[src/rtl/op_issue_pkg.sv]
// Shared ALU front-end definitions: operand widths, switch field positions
// and the op_issue state encodings.
package op_issue_pkg;

    localparam int OP_W   = 4;
    localparam int DATA_W = 8;
    localparam int SW_W   = 16;

    // Opcode lives on sw[3:0], the data byte on sw[15:8]; sw[7:4] is spare.
    localparam int SW_OP_LSB   = 0;
    localparam int SW_OP_MSB   = 3;
    localparam int SW_DATA_LSB = 8;
    localparam int SW_DATA_MSB = 15;

    localparam logic [2:0] ST_IDLE       = 3'd0;
    localparam logic [2:0] ST_PRESS_DB   = 3'd1;
    localparam logic [2:0] ST_ISSUE      = 3'd2;
    localparam logic [2:0] ST_HELD       = 3'd3;
    localparam logic [2:0] ST_RELEASE_DB = 3'd4;

    typedef enum logic [2:0] {
        IDLE       = ST_IDLE,
        PRESS_DB   = ST_PRESS_DB,
        ISSUE      = ST_ISSUE,
        HELD       = ST_HELD,
        RELEASE_DB = ST_RELEASE_DB
    } op_state_e;

endpackage

[src/rtl/op_issue_if.sv]
// Valid/ready operation channel from the button front end to the ALU mux.
interface op_issue_if;
    import op_issue_pkg::*;

    logic              op_valid;
    logic              op_ready;
    logic [OP_W-1:0]   op_code;
    logic [DATA_W-1:0] op_data;

    modport master (output op_valid, output op_code, output op_data, input op_ready);
    modport slave  (input op_valid, input op_code, input op_data, output op_ready);

endinterface

[src/rtl/bit_sync.sv]
// Multi-flop synchroniser for asynchronous board inputs, async active-low reset.
module bit_sync #(
    parameter int SYNC_STAGES = 2,
    parameter int WIDTH       = 1
) (
    input  logic             clock,
    input  logic             reset,
    input  logic [WIDTH-1:0] d,
    output logic [WIDTH-1:0] q
);

    logic [WIDTH-1:0] stage_q [SYNC_STAGES];

    always_ff @(posedge clock or negedge reset) begin
        if (!reset) begin
            for (int i = 0; i < SYNC_STAGES; i++) begin
                stage_q[i] <= '0;
            end
        end else begin
            stage_q[0] <= d;
            for (int i = 1; i < SYNC_STAGES; i++) begin
                stage_q[i] <= stage_q[i-1];
            end
        end
    end

    assign q = stage_q[SYNC_STAGES-1];

endmodule

[src/rtl/op_issue.sv]
// Debounced button-to-operation issuer: one valid/ready transaction per clean press.
// Optional auto-repeat while held is enabled by defining OP_ISSUE_AUTOREPEAT_EN.
module op_issue
    import op_issue_pkg::*;
#(
    parameter int DEBOUNCE_CYCLES = 1000000,
    parameter int SYNC_STAGES     = 2,
    parameter int REPEAT_CYCLES   = 50000000
) (
    input  logic            clock,
    input  logic            reset,
    input  logic            btn_raw,
    input  logic [SW_W-1:0] sw_raw,
    op_issue_if.master      op,
    output logic            busy
);

    localparam int CNT_SPAN = (DEBOUNCE_CYCLES > REPEAT_CYCLES) ? DEBOUNCE_CYCLES : REPEAT_CYCLES;
    localparam int CNT_W    = $clog2(CNT_SPAN);

    localparam logic [CNT_W-1:0] DB_LAST = CNT_W'(DEBOUNCE_CYCLES - 1);
`ifdef OP_ISSUE_AUTOREPEAT_EN
    localparam logic [CNT_W-1:0] RPT_LAST = CNT_W'(REPEAT_CYCLES - 1);
`endif

    logic            btn_s;
    logic [SW_W-1:0] sw_s;
    logic            sw_unused;

    op_state_e         state_q, state_d;
    logic [CNT_W-1:0]  cnt_q, cnt_d;
    logic              capture;
    logic [OP_W-1:0]   code_q;
    logic [DATA_W-1:0] data_q;

    function automatic logic [CNT_W-1:0] sat_inc(input logic [CNT_W-1:0] v);
        return (&v) ? v : v + 1'b1;
    endfunction

    bit_sync #(.SYNC_STAGES(SYNC_STAGES), .WIDTH(1)) u_btn_sync (
        .clock (clock),
        .reset (reset),
        .d     (btn_raw),
        .q     (btn_s)
    );

    bit_sync #(.SYNC_STAGES(SYNC_STAGES), .WIDTH(SW_W)) u_sw_sync (
        .clock (clock),
        .reset (reset),
        .d     (sw_raw),
        .q     (sw_s)
    );

    assign sw_unused = ^sw_s[SW_DATA_LSB-1:SW_OP_MSB+1];

    always_comb begin
        state_d = state_q;
        cnt_d   = cnt_q;
        capture = 1'b0;
        case (state_q)
            IDLE: begin
                if (btn_s) begin
                    state_d = PRESS_DB;
                    cnt_d   = '0;
                end
            end
            PRESS_DB: begin
                if (!btn_s) begin
                    state_d = IDLE;
                    cnt_d   = '0;
                end else if (cnt_q == DB_LAST) begin
                    state_d = ISSUE;
                    cnt_d   = '0;
                    capture = 1'b1;
                end else begin
                    cnt_d = sat_inc(cnt_q);
                end
            end
            // Button activity is ignored here; only the ALU can retire the op.
            ISSUE: begin
                if (op.op_ready) begin
                    state_d = HELD;
                    cnt_d   = '0;
                end
            end
            HELD: begin
                if (!btn_s) begin
                    state_d = RELEASE_DB;
                    cnt_d   = '0;
                end
`ifdef OP_ISSUE_AUTOREPEAT_EN
                else if (cnt_q == RPT_LAST) begin
                    state_d = ISSUE;
                    cnt_d   = '0;
                    capture = 1'b1;
                end else begin
                    cnt_d = sat_inc(cnt_q);
                end
`endif
            end
            RELEASE_DB: begin
                if (btn_s) begin
                    state_d = HELD;
                    cnt_d   = '0;
                end else if (cnt_q == DB_LAST) begin
                    state_d = IDLE;
                    cnt_d   = '0;
                end else begin
                    cnt_d = sat_inc(cnt_q);
                end
            end
            default: begin
                state_d = IDLE;
                cnt_d   = '0;
            end
        endcase
    end

    always_ff @(posedge clock or negedge reset) begin
        if (!reset) begin
            state_q <= IDLE;
            cnt_q   <= '0;
            code_q  <= '0;
            data_q  <= '0;
        end else begin
            state_q <= state_d;
            cnt_q   <= cnt_d;
            if (capture) begin
                code_q <= sw_s[SW_OP_MSB:SW_OP_LSB];
                data_q <= sw_s[SW_DATA_MSB:SW_DATA_LSB];
            end
        end
    end

    // Valid decodes straight from the state register so reset drops it at once.
    assign op.op_valid = (state_q == ISSUE);
    assign op.op_code  = code_q;
    assign op.op_data  = data_q;
    assign busy        = (state_q != IDLE);

endmodule
[src/flat_wrapper.sv]
// flat-port wrapper written by rule: the top's interface ports become plain ports
module op_issue_flat import op_issue_pkg::*;
#(
    parameter int DEBOUNCE_CYCLES = 1000000,
    parameter int SYNC_STAGES     = 2,
    parameter int REPEAT_CYCLES   = 50000000
)
  (clock, reset, btn_raw, sw_raw, busy, op_op_valid, op_op_code, op_op_data, op_op_ready);
  op_issue_if op_i ();
  input  logic clock;
  input  logic reset;
  input  logic btn_raw;
  input  logic [SW_W-1:0] sw_raw;
  output logic busy;
  output wire logic [$bits(op_i.op_valid)-1:0] op_op_valid;
  output wire logic [$bits(op_i.op_code)-1:0] op_op_code;
  output wire logic [$bits(op_i.op_data)-1:0] op_op_data;
  input wire logic [$bits(op_i.op_ready)-1:0] op_op_ready;
  assign op_op_valid = op_i.op_valid;
  assign op_op_code = op_i.op_code;
  assign op_op_data = op_i.op_data;
  assign op_i.op_ready = op_op_ready;
  op_issue #(.DEBOUNCE_CYCLES(DEBOUNCE_CYCLES), .SYNC_STAGES(SYNC_STAGES), .REPEAT_CYCLES(REPEAT_CYCLES)) u_core (.clock(clock), .reset(reset), .btn_raw(btn_raw), .sw_raw(sw_raw), .op(op_i), .busy(busy));
endmodule
[config.mk]
export PLATFORM = sky130hd
export DESIGN_NAME = op_issue_flat
export DESIGN_NICKNAME = d
export VERILOG_FILES = /design/src/rtl/op_issue_pkg.sv /design/src/rtl/op_issue_if.sv /design/src/rtl/bit_sync.sv /design/src/rtl/op_issue.sv /design/src/flat_wrapper.sv
export SDC_FILE = /design/constraint.sdc
export NUM_CORES = 1
export LEC_CHECK = 0
export ABC_CLOCK_PERIOD_IN_PS = 2500
export BUFFER_PORTS_ARGS = -buffer_cell sky130_fd_sc_hd__buf_2
export CAP_MARGIN = 20
export CORE_MARGIN = 8
export CORE_UTILIZATION = 57
export CTS_CLUSTER_SIZE = 28
export DETAILED_ROUTE_END_ITERATION = 12
export PLACE_DENSITY = 0.88
export RECOVER_POWER = 25
export SLEW_MARGIN = 20
export SYNTH_ARGS = -nofsm -noshare
export SYNTH_HDL_FRONTEND = slang
export SYNTH_SLANG_ARGS = --single-unit
export TNS_END_PERCENT = 100
[constraint.sdc]
create_clock -name clock -period 2.5 [get_ports clock]
set_input_delay 0.25 -clock clock [delete_from_list [all_inputs] [get_ports clock]]
set_output_delay 0.25 -clock clock [all_outputs]
set_load 0.05 [all_outputs]
---- Word level (Yosys, flattened, before mapping) ----
Cells that the tools add are included.
storage, ports and cells
  register bits after elaboration ......... 75
  output and inout bits ................... 14
  word-level logic and storage cells ...... 43
operators by class
  add/subtract/negate cells ............... 1
  eq/ne operators ......................... 10
  multiplexer cells ....................... 19
  reductions and logical operators ........ 5
operator list
  kind                                                                      count
  26-bit two-way mux                                                        7
  26-bit case mux with 5 select lines                                       1
  26-bit by 1-bit adder with 26-bit output (second input constant)          1
  26-bit by 20-bit == test with 1-bit output (second input constant)        1
  26-bit AND reduction                                                      1
  3-bit two-way mux                                                         7
  3-bit case mux with 5 select lines                                        1
  3-bit by 2-bit == test with 1-bit output (second input constant)          2
  3-bit by 2-bit inequality test with 1-bit output (second input constant)  2
  5-bit AND reduction                                                       1
  2-bit inequality test (second input constant)                             2
  3-bit by 1-bit == test with 1-bit output (second input constant)          1
  3-bit == test (second input constant)                                     1
  3-bit zero test                                                           1
  1-bit two-way mux                                                         3
  3-bit AND reduction                                                       1
  3-bit nonzero test                                                        1
  2-bit by 1-bit inequality test with 1-bit output (second input constant)  1

---- Longest topological paths before layout ----
Gate-level depths: netlist of the first run.
  word-level depth ........................ 5
  gate-level depth with buffers ........... 7
  mapped depth without buffers ............ 6

---- Modules after synthesis ----
From an unflattened synthesis of the first run, not the netlist that was laid out.
unflattened totals
  cells, all modules ...................... 283
  area total of the unflattened synthesis .. 3323.2 µm²
by module, submodules not included
  module                         times used  cells each  area an instance (µm²)
  op_issue                       1           233         2352.3
  bit_sync at u_core.u_sw_sync   1           48          920.9
  bit_sync at u_core.u_btn_sync  1           2           50.0

---- Least setup slack after synthesis of the first run ----
OpenSTA, ideal clock, no wires.
  path type ............................... register to output
  start ................................... register u_core.state_q[2]
  end ..................................... output port op_op_valid
  data arrival time ....................... 1671 ps
  path slack .............................. 579 ps
  cell stages (with the launch flop) ...... 3
  path buffers ............................ 1
  path through ............................ dfrtp_1 clkbuf_1 nor3_1
on the way
  cells in the longest elaborated chain, start to end .. 1
ends and longest elaborated chain
  what                                      line                text
  start: declaration                        op_issue.sv:30      op_state_e state_q, state_d;
  start signal: assignment                  op_issue.sv:126     state_q <= state_d;
  3-bit by 2-bit == test with 1-bit output  op_issue.sv:136     assign op.op_valid = (state_q == ISSUE);
  end: declaration                          flat_wrapper.sv:15  output wire logic [$bits(op_i.op_valid)-1:0] op_op_valid;
Every way passes these cells.

---- Worst setup path in the final report of the first run ----
  start ................................... register u_core.cnt_q[2]
  end ..................................... register u_core.code_q[3] (netlist: u_core.op.op_code[3])
on the way
  cells in the longest elaborated chain, start to end .. 4
ends and longest elaborated chain
  what                                        line             text
  start: declaration                          op_issue.sv:31   logic [CNT_W-1:0] cnt_q, cnt_d;
  start signal: assignment                    op_issue.sv:127  cnt_q <= cnt_d;
  26-bit by 20-bit == test with 1-bit output  op_issue.sv:71   end else if (cnt_q == DB_LAST) begin
  1-bit two-way mux                           op_issue.sv:71
  1-bit two-way mux                           op_issue.sv:68   if (!btn_s) begin
  1-bit two-way mux                           op_issue.sv:60   case (state_q)
  end signal: assignment                      op_issue.sv:129  code_q <= sw_s[SW_OP_MSB:SW_OP_LSB];
  end: declaration                            op_issue.sv:33   logic [OP_W-1:0] code_q;
Every way passes these cells.
A chain may end at the register's enable or synchronous reset.

==> reports/metrics.csv, run 1 <==
stage;metric;value;unit
drt;antenna_left;0;
finish;syn2layout_area_growth;16.5;%
setup_path;crit_fanout;12;
floorplan;coreArea;0.00507;mm²
synth;syn_nets;268;
synth;yosys_warnings;0;
drt;viasPerCell;5.82;
floorplan;pin_count;34;
global_route;grt_pass1_wl;10100;µm
global_route;track_usage;17.0;%
synth;syn_inst;247;
place;portBuffers;29;
finish;layout.nets;311;
place;gp_congestion;0.919;
run;cap_violations;1;
pwr;power_density;694;mW/mm²
setup_path;required;2.72;ns
synth;synth_area;0.00298;mm²
synth;synthDistinctLibCells;57;
setup_path;crit_path_end_kind;register;
sta;fin_skew;0.00611;ns
synth;ys_seq_area_share;56.2;%
finish;drive_gt1_share;24.4;%
clock_tree;clkTransAtPathRegs;0.07;ns
drt;drcViolationCount;0;
sta;slew_violations;44;
setup_path;max_stage_delay;0.44;ns
sta;hold_viol;0;
sta;worst_hold_slack;0.0105;ns
sta;setup_tns;0;ns
synth;synth_edf_count;0;
sta;max-slew-margin-rel;-39.2;%
pwr;ir_drop;613;µV
finish;diodes;0;
setup_path;crit_arrival;2.37;ns
floorplan;num_rows;26;
drt;routed_wl;6170;µm
clock_tree;cts_inserted_buffers;9;
clock_tree;clock_latency;0.34;ns
synth;async_reset_ff_share;100;%
floorplan;initial_core_util;58.8;%
sta;finalCritPeriodShare;85.9;%
sta;tightest_slew;2.09;ns
synth;ys.flop_type;dfrtp_1;
setup_path;critPathKind;register to register;
clock_tree;cts_root_buf;clkbuf_8;
clock_tree;cts.sinks;67;
sta;rsz0062_at_grt;false;
status;violations;max-capacitance violations, max-slew violations;
global_route;grt_overflow;0;
sta;finalSetupViolCount;0;
synth;yosys_register_bits;67;
place;hpwl;4150;µm
drt;drtIter0Drc;194;
setup_path;cp_slowest_cell;dfrtp_1;
pwr;p_leak;1.55;nW
clock_tree;htree_levels;3;
floorplan;dieArea;0.00780;mm²
synth;synth_area_per_cell;12.1;µm²
setup_path;cp-start-kind;register;
global_route;grt_max_degree;44;
global_route;grt_pass1_vias;2128;
floorplan;die_w;88.3;µm
drt;wire_per_inst;16.9;µm
drt;firstDrtPassIters;4;
global_route;antenna_found_initial;0;
floorplan;die_height;88.3;µm
clock_tree;post_cts_resized;0;
clock_tree;hold_buffers;4;
clock_tree;clockBufferDepth;2;
min_path;hold_path_class;input port to register;
clock_tree;cts_setup_buffers;0;
sta;period_needed;2.15;ns
clock_tree;cts_tree;built;
setup_path;path_cells;and4_1 -> nand3_1 -> nor3_2 -> and3_1 -> buf_4 -> mux2_2;
sta;fmax;466;MHz
drt;vias;2124;
status;status;finished, violations left;
## power breakdown
part | switching (W) | total (W) | internal [W]
sequential | 0.0000456 | 0.00118 | 0.00113
clock | 0.000411 | 0.000929 | 0.000518
combinational | 0.000197 | 0.000307 | 0.000110
## through the flow
stage          total power, W  setup WS [ns]  utilization [%]  instances  area, µm²
6_report              0.00241          0.352             68.4        365       3470
5_1_grt               0.00251          0.218             68.4        365       3470
4_1_cts               0.00243          0.402             68.3        364       3460
3_5_place_dp          0.00150          0.414             63.3        344       3210
3_3_place_gp          0.00148          0.437             63.3        344       3210
2_1_floorplan         0.00139          0.579                -        247       2980
## registers in the layout (all words and copies together) (netlist names)
signal and count:
u_core.cnt_q 26, u_core.u_sw_sync.q 12, u_core.u_sw_sync.stage_q 12, u_core.op.op_data 8, u_core.op.op_code 4, u_core.state_q 3, u_core.u_btn_sync.q 1, u_core.u_btn_sync.stage_q 1
## per-layer routing
metal	share of wire (%)	track usage [%]
met1	42	20.6
met2	52	27.2
met3	3.7	3.99
met4	2.4	9.98
met5	0	0
## critical path, delay by kind of cell, from the launching register on
| kind | cells | cell delay [ns] |
|---|---|---|
| buf+inv | 1 | 0.21 |
| mux | 1 | 0.37 |
| simple gates | 4 | 1.01 |
| flops | 1 | 0.44 |
## synth_stat cells, types with 2 or more instances
cell      instances  area, µm²
dfrtp_1          67       1680
and3_1            3       18.8
nand2_1          10       37.5
nand4_1           6       37.5
or4_4             2       22.5
nor4_2            3       37.5
nor4_4            2       42.5
nor2_1           18       67.6
o21ai_0           4       20.0
a211oi_1          5       37.5
nand3_1           9       45.0
xnor2_1          11       96.3
mux2i_1           4       40.0
clkbuf_1          2       7.51
or4_1             4       30.0
or3_1             7       43.8
and4_1            3       26.3
buf_4             2       15.0
o311a_1           2       20.0
nand4_4           2       42.5
nor3_1            7       35.0
o21ai_1           3       15.0
inv_1             7       26.3
mux2_2            2       22.5
nor4_1            4       25.0
a21oi_1          12       60.1
mux2_1           11        124
buf_2             4       20.0
o31ai_1           3       22.5
## path summary, 6_finish.rpt
kind	start	to	slack (ns)	cells after the start
setup / recovery	u_core.cnt_q[2]$_DFFE_PN0P_	u_core.op.op_code[3]$_DFFE_PN0P_	0.35	6
hold / removal	sw_raw[0]	u_core.u_sw_sync.stage_q[16]$_DFF_PN0_	0.01	1
setup reg to reg	u_core.cnt_q[2]$_DFFE_PN0P_	u_core.op.op_code[3]$_DFFE_PN0P_	0.35	6
hold reg to reg	u_core.u_sw_sync.stage_q[17]$_DFF_PN0_	u_core.u_sw_sync.q[1]$_DFF_PN0_	0.35	0
max in group asynchronous	reset	u_core.u_sw_sync.q[2]$_DFF_PN0_	0.80	1
min in group asynchronous	reset	u_core.u_sw_sync.stage_q[24]$_DFF_PN0_	0.50	1
## cell type report
class                   count  area, µm²
flip-flops and latches     67       1680
clock inverters             5       60.1
multi-input cells         164       1220
repair buffers             41        246
clock buffers              11        151
inverters                   7       26.3
fillers                   378       1600
well taps                  70       87.6
## layout by cell type, fill, tap and decap left out, drive strengths merged, types with 10 or more instances in the layout
cell type,netlist,routed
dfrtp,67,67
buf,7,35
nor2,20,20
mux2,13,13
a21oi,12,12
clkbuf,2,12
xnor2,11,11
nand2,10,10
nand3,10,10
## logic make-up after synthesis
logic type	after synthesis	share of synthesized area, %
fa+ha+maj	1	0.420
simple gates	95	21.9
mux	17	6.25
flops	67	56.2
compound gates	39	9.02
buf+inv	16	2.69
xor+xnor	12	3.52
Power figures use the tool's default switching activity.
==> run 2: changes to the inputs <==
Settings changed: PLACE_DENSITY 0.88 to 0.78.
==> run 2 against run 1 <==
Effect of this change: the flow now finishes without violations; critical path type unchanged; combinational power rose by 5%; die area did not move; worst setup slack better by 0.025 ns; sequential power about the same; hold slack got worse by 0.0049 ns; register-to-register slack improved by 0.02 ns; global-route usage grew 1.2 points; first-iteration DRC count down 35%; via count is 1.2% higher; sequential cell count stayed put; power grew 0.86%; clock-buffer cell count did not move.
==> reports/metrics.csv, run 2 (synthesis gave the netlist of run 1 again) <==
stage;metric;value;unit
place;hpwl;4160;µm
finish;final_cell_mix;dfrtp_1, buf_2, nor2_1;
run;cap_violations;0;
clock_tree;cts_inserted_buffers;9;
clock_tree;cts_root_buf;clkbuf_8;
finish;fin_util;69.8;%
finish;syn2layout_area_growth;18.8;%
clock_tree;cts.sinks;67;
global_route;antenna_found_initial;0;
floorplan;coreArea;0.00507;mm²
clock_tree;clkTransAtPathRegs;0.07;ns
drt;firstDrtPassIters;5;
place;portBuffers;29;
setup_path;path_buf_inv;1;
sta;rsz0062_at_grt;false;
setup_path;required;2.74;ns
drt;routed_wl;6290;µm
global_route;grt_pass1_vias;2214;
floorplan;die_height;88.3;µm
clock_tree;clock_latency;0.35;ns
finish;drive_gt1_share;24.2;%
setup_path;max_stage_delay;0.44;ns
setup_path;cp_slowest_cell;dfrtp_1;
drt;drcViolationCount;0;
pwr;power_density;687;mW/mm²
finish;largest_register;u_core.cnt_q;
finish;instances_no_fill;372;
floorplan;die_w;88.3;µm
sta;tightest_slew;1.30;ns
place;gp_congestion;0.939;
drt;wire_per_inst;16.9;µm
finish;layout.nets;318;
place;place_ws;0.428;ns
setup_path;crit_fanout;12;
clock_tree;cts_tree;built;
status;status;completed;
place;dp.cells;345;
sta;max-slew-margin-rel;13.3;%
finish;final_area;0.00354;mm²
drt;viasPerCell;5.78;
floorplan;pin_count;34;
setup_path;cpLargestDelayFamily;simple AND/OR/NAND/NOR gates;
setup_path;cp-start-kind;register;
global_route;grt_max_degree;34;
clock_tree;clockBufferDepth;2;
pwr;ir_drop;473;µV
clock_tree;post_cts_resized;0;
sta;setup_tns;0;ns
sta;finalSetupViolCount;0;
global_route;grt_pass1_wl;10700;µm
pwr;p_leak;1.58;nW
floorplan;initial_core_util;58.8;%
clock_tree;htree_levels;3;
sta;finalCritPeriodShare;84.9;%
floorplan;dieArea;0.00780;mm²
drt;vias;2150;
drt;drtIter0Drc;126;
global_route;track_usage;18.2;%
sta;slew_violations;0;
finish;final_common_cell;dfrtp_1;
global_route;grt_overflow;0;
setup_path;crit_arrival;2.36;ns
sta;fmax;471;MHz
sta;fin_skew;0.00704;ns
min_path;hold_path_class;input port to register;
setup_path;crit_path_end_kind;register;
sta;fin_ws;0.377;ns
sta;period_needed;2.12;ns
setup_path;path_cells;and4_1 -> nand3_1 -> nor3_2 -> and3_1 -> buf_4 -> mux2_2;
sta;hold_viol;0;
finish;diodes;0;
finish;largest_reg_flops;26;
floorplan;num_rows;26;
setup_path;critPathKind;register to register;
drt;antenna_left;0;
place;placed_cell_area;0.00322;mm²
setup_path;reg2reg_slack;0.38;ns
clock_tree;cts_setup_buffers;0;
==> run 2: worst register-to-register path, cell delays in order (launching register included) <==
cell     delay [ns]
dfrtp_1        0.44
and4_1         0.33
nand3_1        0.18
nor3_2         0.29
and3_1         0.19
buf_4          0.21
mux2_2         0.37
==> run 2: report_power, final <==
part	leakage, nW	switching [W]	internal (W)
logic	0.600	0.000206	0.000116
clock network	0.106	0.000418	0.000518
registers	0.872	0.0000446	0.00113
total	1.58	0.000668	0.00176
==> run 2: final cells by class <==
| class | instances | area, µm² |
|---|---|---|
| timing repair buffer | 48 | 314 |
| fill | 380 | 1530 |
| inverter | 7 | 26.3 |
| clock inverter | 5 | 60.1 |
| tap | 70 | 87.6 |
| sequential | 67 | 1680 |
| clock buffer | 11 | 151 |
| multi-input combinational | 164 | 1220 |
==> run 2: timing repair <==
item | in CTS | in global routing
setup endpoints to repair | 0 | 0
hold buffers | 11 | 0
hold endpoints to repair | 31 | 0
==> run 2: final timing paths <==
check                                                       start                                      to  cells past startpoint
hold / removal                                            btn_raw  u_core.u_btn_sync.stage_q[1]$_DFF_PN0_                      1
setup / recovery                     u_core.cnt_q[17]$_DFFE_PN0P_        u_core.op.op_data[7]$_DFFE_PN0P_                      6
hold reg to reg            u_core.u_sw_sync.stage_q[26]$_DFF_PN0_        u_core.u_sw_sync.q[10]$_DFF_PN0_                      0
max in group asynchronous                                   reset        u_core.op.op_data[1]$_DFFE_PN0P_                      3
min in group asynchronous                                   reset  u_core.u_btn_sync.stage_q[1]$_DFF_PN0_                      2
setup reg to reg                     u_core.cnt_q[17]$_DFFE_PN0P_        u_core.op.op_data[7]$_DFFE_PN0P_                      6
==> run 2: per-stage QoR <==
| step | hold WS (ns) | power [W] |
|---|---|---|
| final | 0.00557 | 0.00243 |
| after CTS | 0.000222 | 0.00246 |
| after global routing | 0.00152 | 0.00253 |
| after detailed placement | 0.248 | 0.00150 |
| after global placement | 0.243 | 0.00149 |
| after floorplan | -0.0456 | 0.00139 |
==> run 2: metal layers <==
layer | track usage [%] | vias to the layer above | wire length [µm]
met5 | 0 | - | 0
met3 | 3.81 | 23 | 227
met4 | 10.9 | 0 | 230
li1 | - | 1018 | -
met2 | 29.2 | 52 | 3070
met1 | 22.1 | 1057 | 2760
